`config.mk`:
```
export PLATFORM = sky130hd
export DESIGN_NAME = exit_status_reporter
export DESIGN_NICKNAME = d
export VERILOG_FILES = /design/src/rtl/exit_status_reporter.sv
export SDC_FILE = /design/constraint.sdc
export NUM_CORES = 1
export LEC_CHECK = 0
export ABC_AREA = 1
export CAP_MARGIN = 15
export CORE_ASPECT_RATIO = 2
export CORE_MARGIN = 5
export CORE_UTILIZATION = 25
export DETAILED_ROUTE_END_ITERATION = 10
export GPL_ROUTABILITY_DRIVEN = 0
export PLACE_DENSITY = 0.44
export SLEW_MARGIN = 20
export SYNTH_ARGS = -nofsm -noshare
export SYNTH_HDL_FRONTEND = slang
export SYNTH_SLANG_ARGS = --single-unit
```
`constraint.sdc`:
```
create_clock -name clk_gen -period 4.6 [get_ports clk_gen]
set_input_delay 0.92 -clock clk_gen [delete_from_list [all_inputs] [get_ports clk_gen]]
set_output_delay 0.92 -clock clk_gen [all_outputs]
set_load 0.02 [all_outputs]
```
`src/rtl/exit_status_reporter.sv`:
```
// Latches the first program exit from x_heep_system and reports it on an LED:
// solid on for pass, repeating blink code (count = exit code, clamped) for fail.
// Optional PS GPIO request/ack handshake is built when EXIT_STATUS_PS_EN is defined.
module exit_status_reporter #(
  parameter int unsigned BLINK_HALF_PERIOD = 12500000,
  parameter int unsigned PAUSE_HALVES      = 4,
  parameter int unsigned MAX_BLINKS        = 15
) (
  input  logic        clk_gen,
  input  logic        rst_n,
  input  logic        exit_valid_i,
  input  logic [31:0] exit_value_i,
  input  logic        clear_i,
`ifdef EXIT_STATUS_PS_EN
  input  logic        ps_ack_i,
  output logic        ps_req_o,
`endif
  output logic        status_led_o,
  output logic        done_o,
  output logic        pass_o,
  output logic [31:0] exit_code_o
);

  localparam int unsigned TW = $clog2(BLINK_HALF_PERIOD + 1);
  localparam int unsigned PW = $clog2(PAUSE_HALVES + 1);
  localparam int unsigned BW = $clog2(MAX_BLINKS + 1);

  localparam logic [TW-1:0] T_LAST = TW'(BLINK_HALF_PERIOD - 1);
  localparam logic [PW-1:0] P_LAST = PW'(PAUSE_HALVES - 1);
  localparam logic [BW-1:0] B_MAX  = BW'(MAX_BLINKS);

  typedef enum logic [2:0] {
    IDLE,
    PASS,
    BLINK_ON,
    BLINK_OFF,
    PAUSE
  } state_t;

  state_t        state_q, state_d;
  logic [TW-1:0] timer_q, timer_d;
  logic [PW-1:0] halves_q, halves_d;
  logic [BW-1:0] blink_cnt_q, blink_cnt_d;
  logic [BW-1:0] blink_n_q, blink_n_d;
  logic          done_q, done_d;
  logic          pass_q, pass_d;
  logic [31:0]   code_q, code_d;
  logic          led_q, led_d;
  logic          exit_valid_q;
  logic          capture;

  // clear_i takes priority, so a coincident rising edge is not a capture
  assign capture = exit_valid_i & ~exit_valid_q & (state_q == IDLE) & ~clear_i;

  always_comb begin
    state_d     = state_q;
    timer_d     = timer_q;
    halves_d    = halves_q;
    blink_cnt_d = blink_cnt_q;
    blink_n_d   = blink_n_q;
    done_d      = done_q;
    pass_d      = pass_q;
    code_d      = code_q;

    if (clear_i) begin
      state_d     = IDLE;
      timer_d     = '0;
      halves_d    = '0;
      blink_cnt_d = '0;
      blink_n_d   = '0;
      done_d      = 1'b0;
      pass_d      = 1'b0;
      code_d      = '0;
    end else begin
      unique case (state_q)
        IDLE: begin
          if (capture) begin
            code_d      = exit_value_i;
            done_d      = 1'b1;
            pass_d      = (exit_value_i == '0);
            blink_n_d   = (exit_value_i > 32'(MAX_BLINKS)) ? B_MAX : exit_value_i[BW-1:0];
            timer_d     = '0;
            halves_d    = '0;
            blink_cnt_d = '0;
            state_d     = (exit_value_i == '0) ? PASS : BLINK_ON;
          end
        end
        PASS: ;
        BLINK_ON: begin
          if (timer_q == T_LAST) begin
            timer_d     = '0;
            blink_cnt_d = blink_cnt_q + 1'b1;
            state_d     = BLINK_OFF;
          end else begin
            timer_d = timer_q + 1'b1;
          end
        end
        BLINK_OFF: begin
          if (timer_q == T_LAST) begin
            timer_d = '0;
            if (blink_cnt_q == blink_n_q) begin
              blink_cnt_d = '0;
              halves_d    = '0;
              state_d     = PAUSE;
            end else begin
              state_d = BLINK_ON;
            end
          end else begin
            timer_d = timer_q + 1'b1;
          end
        end
        PAUSE: begin
          if (timer_q == T_LAST) begin
            timer_d = '0;
            if (halves_q == P_LAST) begin
              halves_d = '0;
              state_d  = BLINK_ON;
            end else begin
              halves_d = halves_q + 1'b1;
            end
          end else begin
            timer_d = timer_q + 1'b1;
          end
        end
        default: state_d = IDLE;
      endcase
    end

    // LED follows the next state so it switches on the same edge as the FSM
    led_d = (state_d == PASS) || (state_d == BLINK_ON);
  end

  always_ff @(posedge clk_gen or negedge rst_n) begin
    if (!rst_n) begin
      state_q      <= IDLE;
      timer_q      <= '0;
      halves_q     <= '0;
      blink_cnt_q  <= '0;
      blink_n_q    <= '0;
      done_q       <= 1'b0;
      pass_q       <= 1'b0;
      code_q       <= '0;
      led_q        <= 1'b0;
      exit_valid_q <= 1'b0;
    end else begin
      state_q      <= state_d;
      timer_q      <= timer_d;
      halves_q     <= halves_d;
      blink_cnt_q  <= blink_cnt_d;
      blink_n_q    <= blink_n_d;
      done_q       <= done_d;
      pass_q       <= pass_d;
      code_q       <= code_d;
      led_q        <= led_d;
      exit_valid_q <= exit_valid_i;
    end
  end

  assign status_led_o = led_q;
  assign done_o       = done_q;
  assign pass_o       = pass_q;
  assign exit_code_o  = code_q;

`ifdef EXIT_STATUS_PS_EN
  logic ps_req_q;
  logic ps_pend_q;

  // A capture seen while ack is still high is parked until ack drops
  always_ff @(posedge clk_gen or negedge rst_n) begin
    if (!rst_n) begin
      ps_req_q  <= 1'b0;
      ps_pend_q <= 1'b0;
    end else if (clear_i) begin
      ps_req_q  <= 1'b0;
      ps_pend_q <= 1'b0;
    end else if (ps_req_q && ps_ack_i) begin
      ps_req_q <= 1'b0;
    end else if (capture || ps_pend_q) begin
      if (!ps_ack_i) begin
        ps_req_q  <= 1'b1;
        ps_pend_q <= 1'b0;
      end else begin
        ps_pend_q <= 1'b1;
      end
    end
  end

  assign ps_req_o = ps_req_q;
`endif

endmodule

```
# [Word level (Yosys, flattened, before mapping)]
# Index checks and enable logic that the tools add are counted.
[classes] n_addsub=3 n_lt_le_gt_ge=1 n_eq_ne=14 n_mux=39 bitwise=5 reduce_logical=13
[op_table] cell="32-bit 2-to-1 mux" n=3
[op_table] cell="24-bit 2-to-1 mux" n=3
[op_table] cell="24-bit one-hot mux with 2 select lines" n=1
[op_table] cell="3-bit 2-to-1 mux" n=13
[op_table] cell="4-bit 2-to-1 mux" n=9
[op_table] cell="32-bit by 4-bit > comparator with 1-bit output, second input constant" n=1
[op_table] cell="32-bit zero test" n=1
[op_table] cell="24-bit by 1-bit adder with 24-bit output, second input constant" n=1
[op_table] cell="24-bit equality test, second input constant" n=1
[op_table] cell="3-bit != test, second input constant" n=5
[op_table] cell="3-bit one-hot mux with 5 select lines" n=1
[op_table] cell="3-bit by 2-bit equality test with 1-bit output, second input constant" n=4
[op_table] cell="4-bit one-hot mux with 3 select lines" n=1
[op_table] cell="5-bit AND reduction" n=2
[op_table] cell="3-bit one-hot mux with 3 select lines" n=1
[op_table] cell="4-bit nonzero test" n=2
[op_table] cell="3-bit by 1-bit equality test with 1-bit output, second input constant" n=2
[op_table] cell="1-bit 2-to-1 mux" n=6
[op_table] cell="4-bit by 1-bit adder with 4-bit output, second input constant" n=1
[op_table] cell="4-bit equality test" n=1
[op_table] cell="2-bit AND reduction" n=2
[op_table] cell="2-bit nonzero test" n=2
[op_table] cell="3-bit by 1-bit adder with 3-bit output, second input constant" n=1
[op_table] cell="1-bit bitwise AND" n=3
[op_table] cell="7 further kinds" n=8
[word_totals] register_bits=74 in_bits=36 output_inout_bits=35 wordCells=85

# [Depth between registers and ports, before layout]
[logic_depth] ltp_word=9 mapped_depth=14

# [Worst setup path after synthesis]
# Ideal clock, no wire load.
[synth_path] path_kind="input -> register" startpoint="input port clear_i" endpoint="register code_q[10] (netlist: exit_code_o[10])" arrival_time_ps=1771 required_ps=4534 slack_ps=2762 path_stages=5 path_buffers=2 path_cell_list="inv_2 > buf_1 > clkbuf_1 > nand3_1 > nand2_1"
[synth_between] elab_chain_len=4
[synth_rtl] item="start: declaration" line="13" source="input logic clear_i,"
[synth_rtl] item="1-bit NOT" line="53" source="assign capture = exit_valid_i & ~exit_valid_q & (state_q == IDLE) & ~clear_i;"
[synth_rtl] item="1-bit bitwise AND" line="53"
[synth_rtl] item="2-bit nonzero test (no source line)"
[synth_rtl] item="2-bit AND reduction (no source line)"
[synth_rtl] item="end signal: assignment" line="153" source="code_q <= code_d;"
[synth_rtl] item="end: declaration" line="47" source="logic [31:0] code_q, code_d;"
# Parallel ways exist; a longest one is shown, timed or not.
# A chain may end at the register's enable or synchronous reset.

# [Worst setup path in the final report]
[layout_path] startpoint="input port clear_i" endpoint="register timer_q[11]"
[layout_between] elab_chain_len=4
[layout_rtl] item="1-bit NOT" line="53"
[layout_rtl] item="1-bit bitwise AND" line="53"
[layout_rtl] item="3-bit != test (no source line)"
[layout_rtl] item="2-bit AND reduction (no source line)"
[layout_rtl] item="end signal: assignment" line="147" source="timer_q <= timer_d;"
[layout_rtl] item="end: declaration" line="41" source="logic [TW-1:0] timer_q, timer_d;"
# Parallel ways exist; a longest one is shown, timed or not.

==> implementation parameters <==
Parameter                              Value

Run status
  Outcome ... finished, final reports clean

STA
  RSZ-0062 raised after global routing ... no
  Relative slew margins ... a little over half
  Count of pins over their slew limit ... 0
  Final setup skew ... roughly 0.0076 ns
  Actual slew at the worst max-slew pin ... 0.707 ns
  Share of the cycle needed by the critical path after routing ... between 60% and 70%
  Sum of negative setup slack ... 0 ns
  Max Freq ... between 300 and 400 MHz
  Number of endpoints failing setup at the final stage ... 0
  Number of endpoints with negative hold slack in the final report ... 0
  Clock period minus worst slack ... roughly 3 ns

Floorplanning
  Die width ... 100 um
  Floorplan die area ... about 0.019 mm2
  Number of standard-cell rows in the floorplan ... 66
  Initial standard-cell utilization of the core ... 25.2%
  Die Height ... between 150 and 200 um
  Core box area ... 0.0161 mm2
  Top-Level Pins ... between 70 and 80

Synthesis
  Number of instances in the synthesized netlist ... about 540
  Post-synth top cells ... 135 x nand2_1, 74 x dfrtp_1, 71 x nor2_1
  Area of the mapped netlist ... between 0.004 and 0.005 mm2
  Predominant post-synthesis flop cell ... dfrtp_1
  Post-synth top area share ... 45.6%
  Biggest area contributors in the synthesized netlist ... dfrtp_1 46%, nand2_1 12%, nand3_1 8.3%
  Largest area contributor in the netlist ... dfrtp_1
  Yosys reg bits ... between 70 and 80
  Count of flip-flops with a built-in enable after synthesis ... 0
  Ys async rst share ... 100%
  Yosys warnings ... 0
  Synth unique cells ... 35
  Most numerous cell in the Yosys netlist ... nand2_1
  Net count after synthesis ... 582
  Register area share after synthesis ... a little under half
  Mean instance size in the synthesized netlist ... 7.47 um2

Detailed routing
  Remaining routing DRC violations ... 0
  Vias post-DR ... between 3000 and 4000
  Iteration-0 DRC count of the detailed router ... 179
  DRT Pass-1 Iters ... 6
  Routed via count divided by cell count ... between 4 and 5
  ANT nets after route ... 0
  Routed length per placed instance ... 14.0 um
  Detailed Route WL ... 11400 um

CTS
  H-tree depth ... 3
  Post-CTS sizing ... 0
  Total CTS buffers ... 9
  Maximum buffer depth of the clock tree ... 2
  Hold Buf Count CTS ... 0
  Post-CTS repair timing setup buffer count ... 0
  Clock insertion delay at the later pin of the skew report ... 0.33 ns
  Root Buffer ... clkbuf_16
  Clock sink count ... 74
  Worst-path clk slew ... roughly 0.05 ns
  Clock tree from TritonCTS ... done

Worst hold path
  End point of the most critical hold path ... halves_q[2]$_DFFE_PN0P_
  Hold Path Depth ... 2
  Hold wc startpoint ... halves_q[2]$_DFFE_PN0P_
  Kind of path behind the tightest hold check ... flop to flop

GRT
  Total overflow reported by the global router ... 0
  Largest net degree at the start of global routing ... 75
  Antenna violations before repair ... 0
  Number of global-route vias before repair ... between 3000 and 4000
  Wire length of the first global-routing pass ... 19900 um
  GRT Overall Usage ... 13.0%

Finish
  Share of the core filled with cells in the final layout ... about a third
  Layout cells sized above 1 ... 7.97%
  Number of antenna repair diodes ... 0
  Fin nets ... between 600 and 700
  Filler cell count ... roughly 1700
  Layout overhead on the synthesized area ... 29.9%

Power
  Leakage power total ... between 2 and 2.5 nW
  Power Dens Cells ... 314 mW/mm2
  Maximum vdd drop ... 0.152 mV

Critical path
  Critical path endpoint category ... flop
  Class of the most critical setup path ... input port to flop
  Crit path from ... clear_i
  Startpoint types ... input port
  Top fanout value on the critical path ... between 40 and 50
  Arr. time, crit path ... about 3.2 ns
  Internal reg-to-reg setup slack ... 2.26 ns
  Worst path required time ... 4.84 ns
  Reg-to-Reg End ... timer_q[13]$_DFFE_PN0P_
  Number of cells traversed by the worst register-to-register path ... 12
  Startpoint of the worst register-to-register path ... state_q[0]$_DFF_PN0_

Job
  Number of maximum-capacitance constraint violations ... 0

Place
  Final HPWL DP ... between 8000 and 9000 um
  Total of buffers placed on input and output ports ... 70
[power breakdown]
group	leakage [nW]	total [W]	internal, W	switching (W)
logic	1.25	0.000202	0.0000798	0.000122
registers	1.01	0.000693	0.000675	0.0000181
clock network	0.148	0.000762	0.000474	0.000288
[metal layers]
metal	global-route usage, %	part of all wire, %	vias to the layer above
met2	20.9	48	74
li1	-	-	1879
met4	4.31	1.6	0
met3	3.19	4.7	12
met1	17.0	45	1711
met5	0	0	-
[sequential cells by signal, indices dropped and copies added (netlist names), 3 cells and up]
register,cells
blink_cnt_q,4
blink_n_q,4
exit_code_o,32
halves_q,3
state_q,3
timer_q,24
[worst max-delay path by stage]
stage | to | depth (start not counted)
after floorplan | exit_code_o[10]$_DFFE_PN0P_ | 5
after global routing | timer_q[13]$_DFFE_PN0P_ | 11
after detailed placement | timer_q[11]$_DFFE_PN0P_ | 9
after CTS | timer_q[11]$_DFFE_PN0P_ | 9
final | timer_q[11]$_DFFE_PN0P_ | 9
after global placement | timer_q[13]$_DFFE_PN0P_ | 11
[layout make-up]
class	count	area, um2	share of cell area [%]
Inverter	72	273	5.17
Timing Repair Buffer	72	717	13.6
Multi-Input combinational cell	382	1860	35.3
Sequential cell	74	1850	35.1
Clock buffer	9	225	4.27
Clock inverter	6	92.6	1.76
Tap cell	204	255	4.84
[placed cells by master, fill, tap and decap left out, types with 2 or more instances in the layout]
| cell | n |
|---|---|
| a21oi_1 | 11 |
| buf_4 | 2 |
| bufinv_16 | 2 |
| clkbuf_16 | 9 |
| clkdlybuf4s50_1 | 69 |
| clkinv_4 | 2 |
| clkinvlp_4 | 2 |
| dfrtp_1 | 74 |
| ha_1 | 3 |
| inv_1 | 63 |
| inv_2 | 8 |
| nand2_1 | 135 |
| nand2_2 | 8 |
| nand3_1 | 67 |
| nand3_2 | 4 |
| nand4_1 | 9 |
| nor2_1 | 71 |
| nor3_1 | 11 |
| nor3_2 | 3 |
| o21ai_0 | 24 |
| o21ai_1 | 6 |
| o221ai_1 | 4 |
| o31ai_1 | 3 |
| xor2_1 | 11 |
[stage by stage]
stage	cell area (um2)	total power (W)	hold WS [ns]	setup WS [ns]	cells
final	5270	0.00166	0.472	1.61	819
after global routing	5270	0.00173	0.512	1.39	819
after CTS	5270	0.00168	0.480	1.57	819
after detailed placement	4950	0.000910	0.466	1.22	804
after global placement	4950	0.000911	0.460	1.25	804
after floorplan	4060	0.000806	0.442	2.76	543
[worst max-delay path, cell delays in order]
cell and delay [ns]:
clkdlybuf4s50_1 0.70, inv_2 0.15, buf_4 0.44, nand2_2 0.18, nand2_2 0.11, nand2_4 0.17
nand2_2 0.25, inv_4 0.10, nor3_1 0.18
[cell families after synthesis]
group	Yosys count	synth area share, %
AOI/OAI and AO/OA	52	7.31
DFF	74	45.6
buffers and inverters	87	8.57
and+or+nand+nor	316	35.2
adders and majority gates	3	0.925
xor gates and xnor gates	11	2.37
Power figures use the tool's default switching activity.
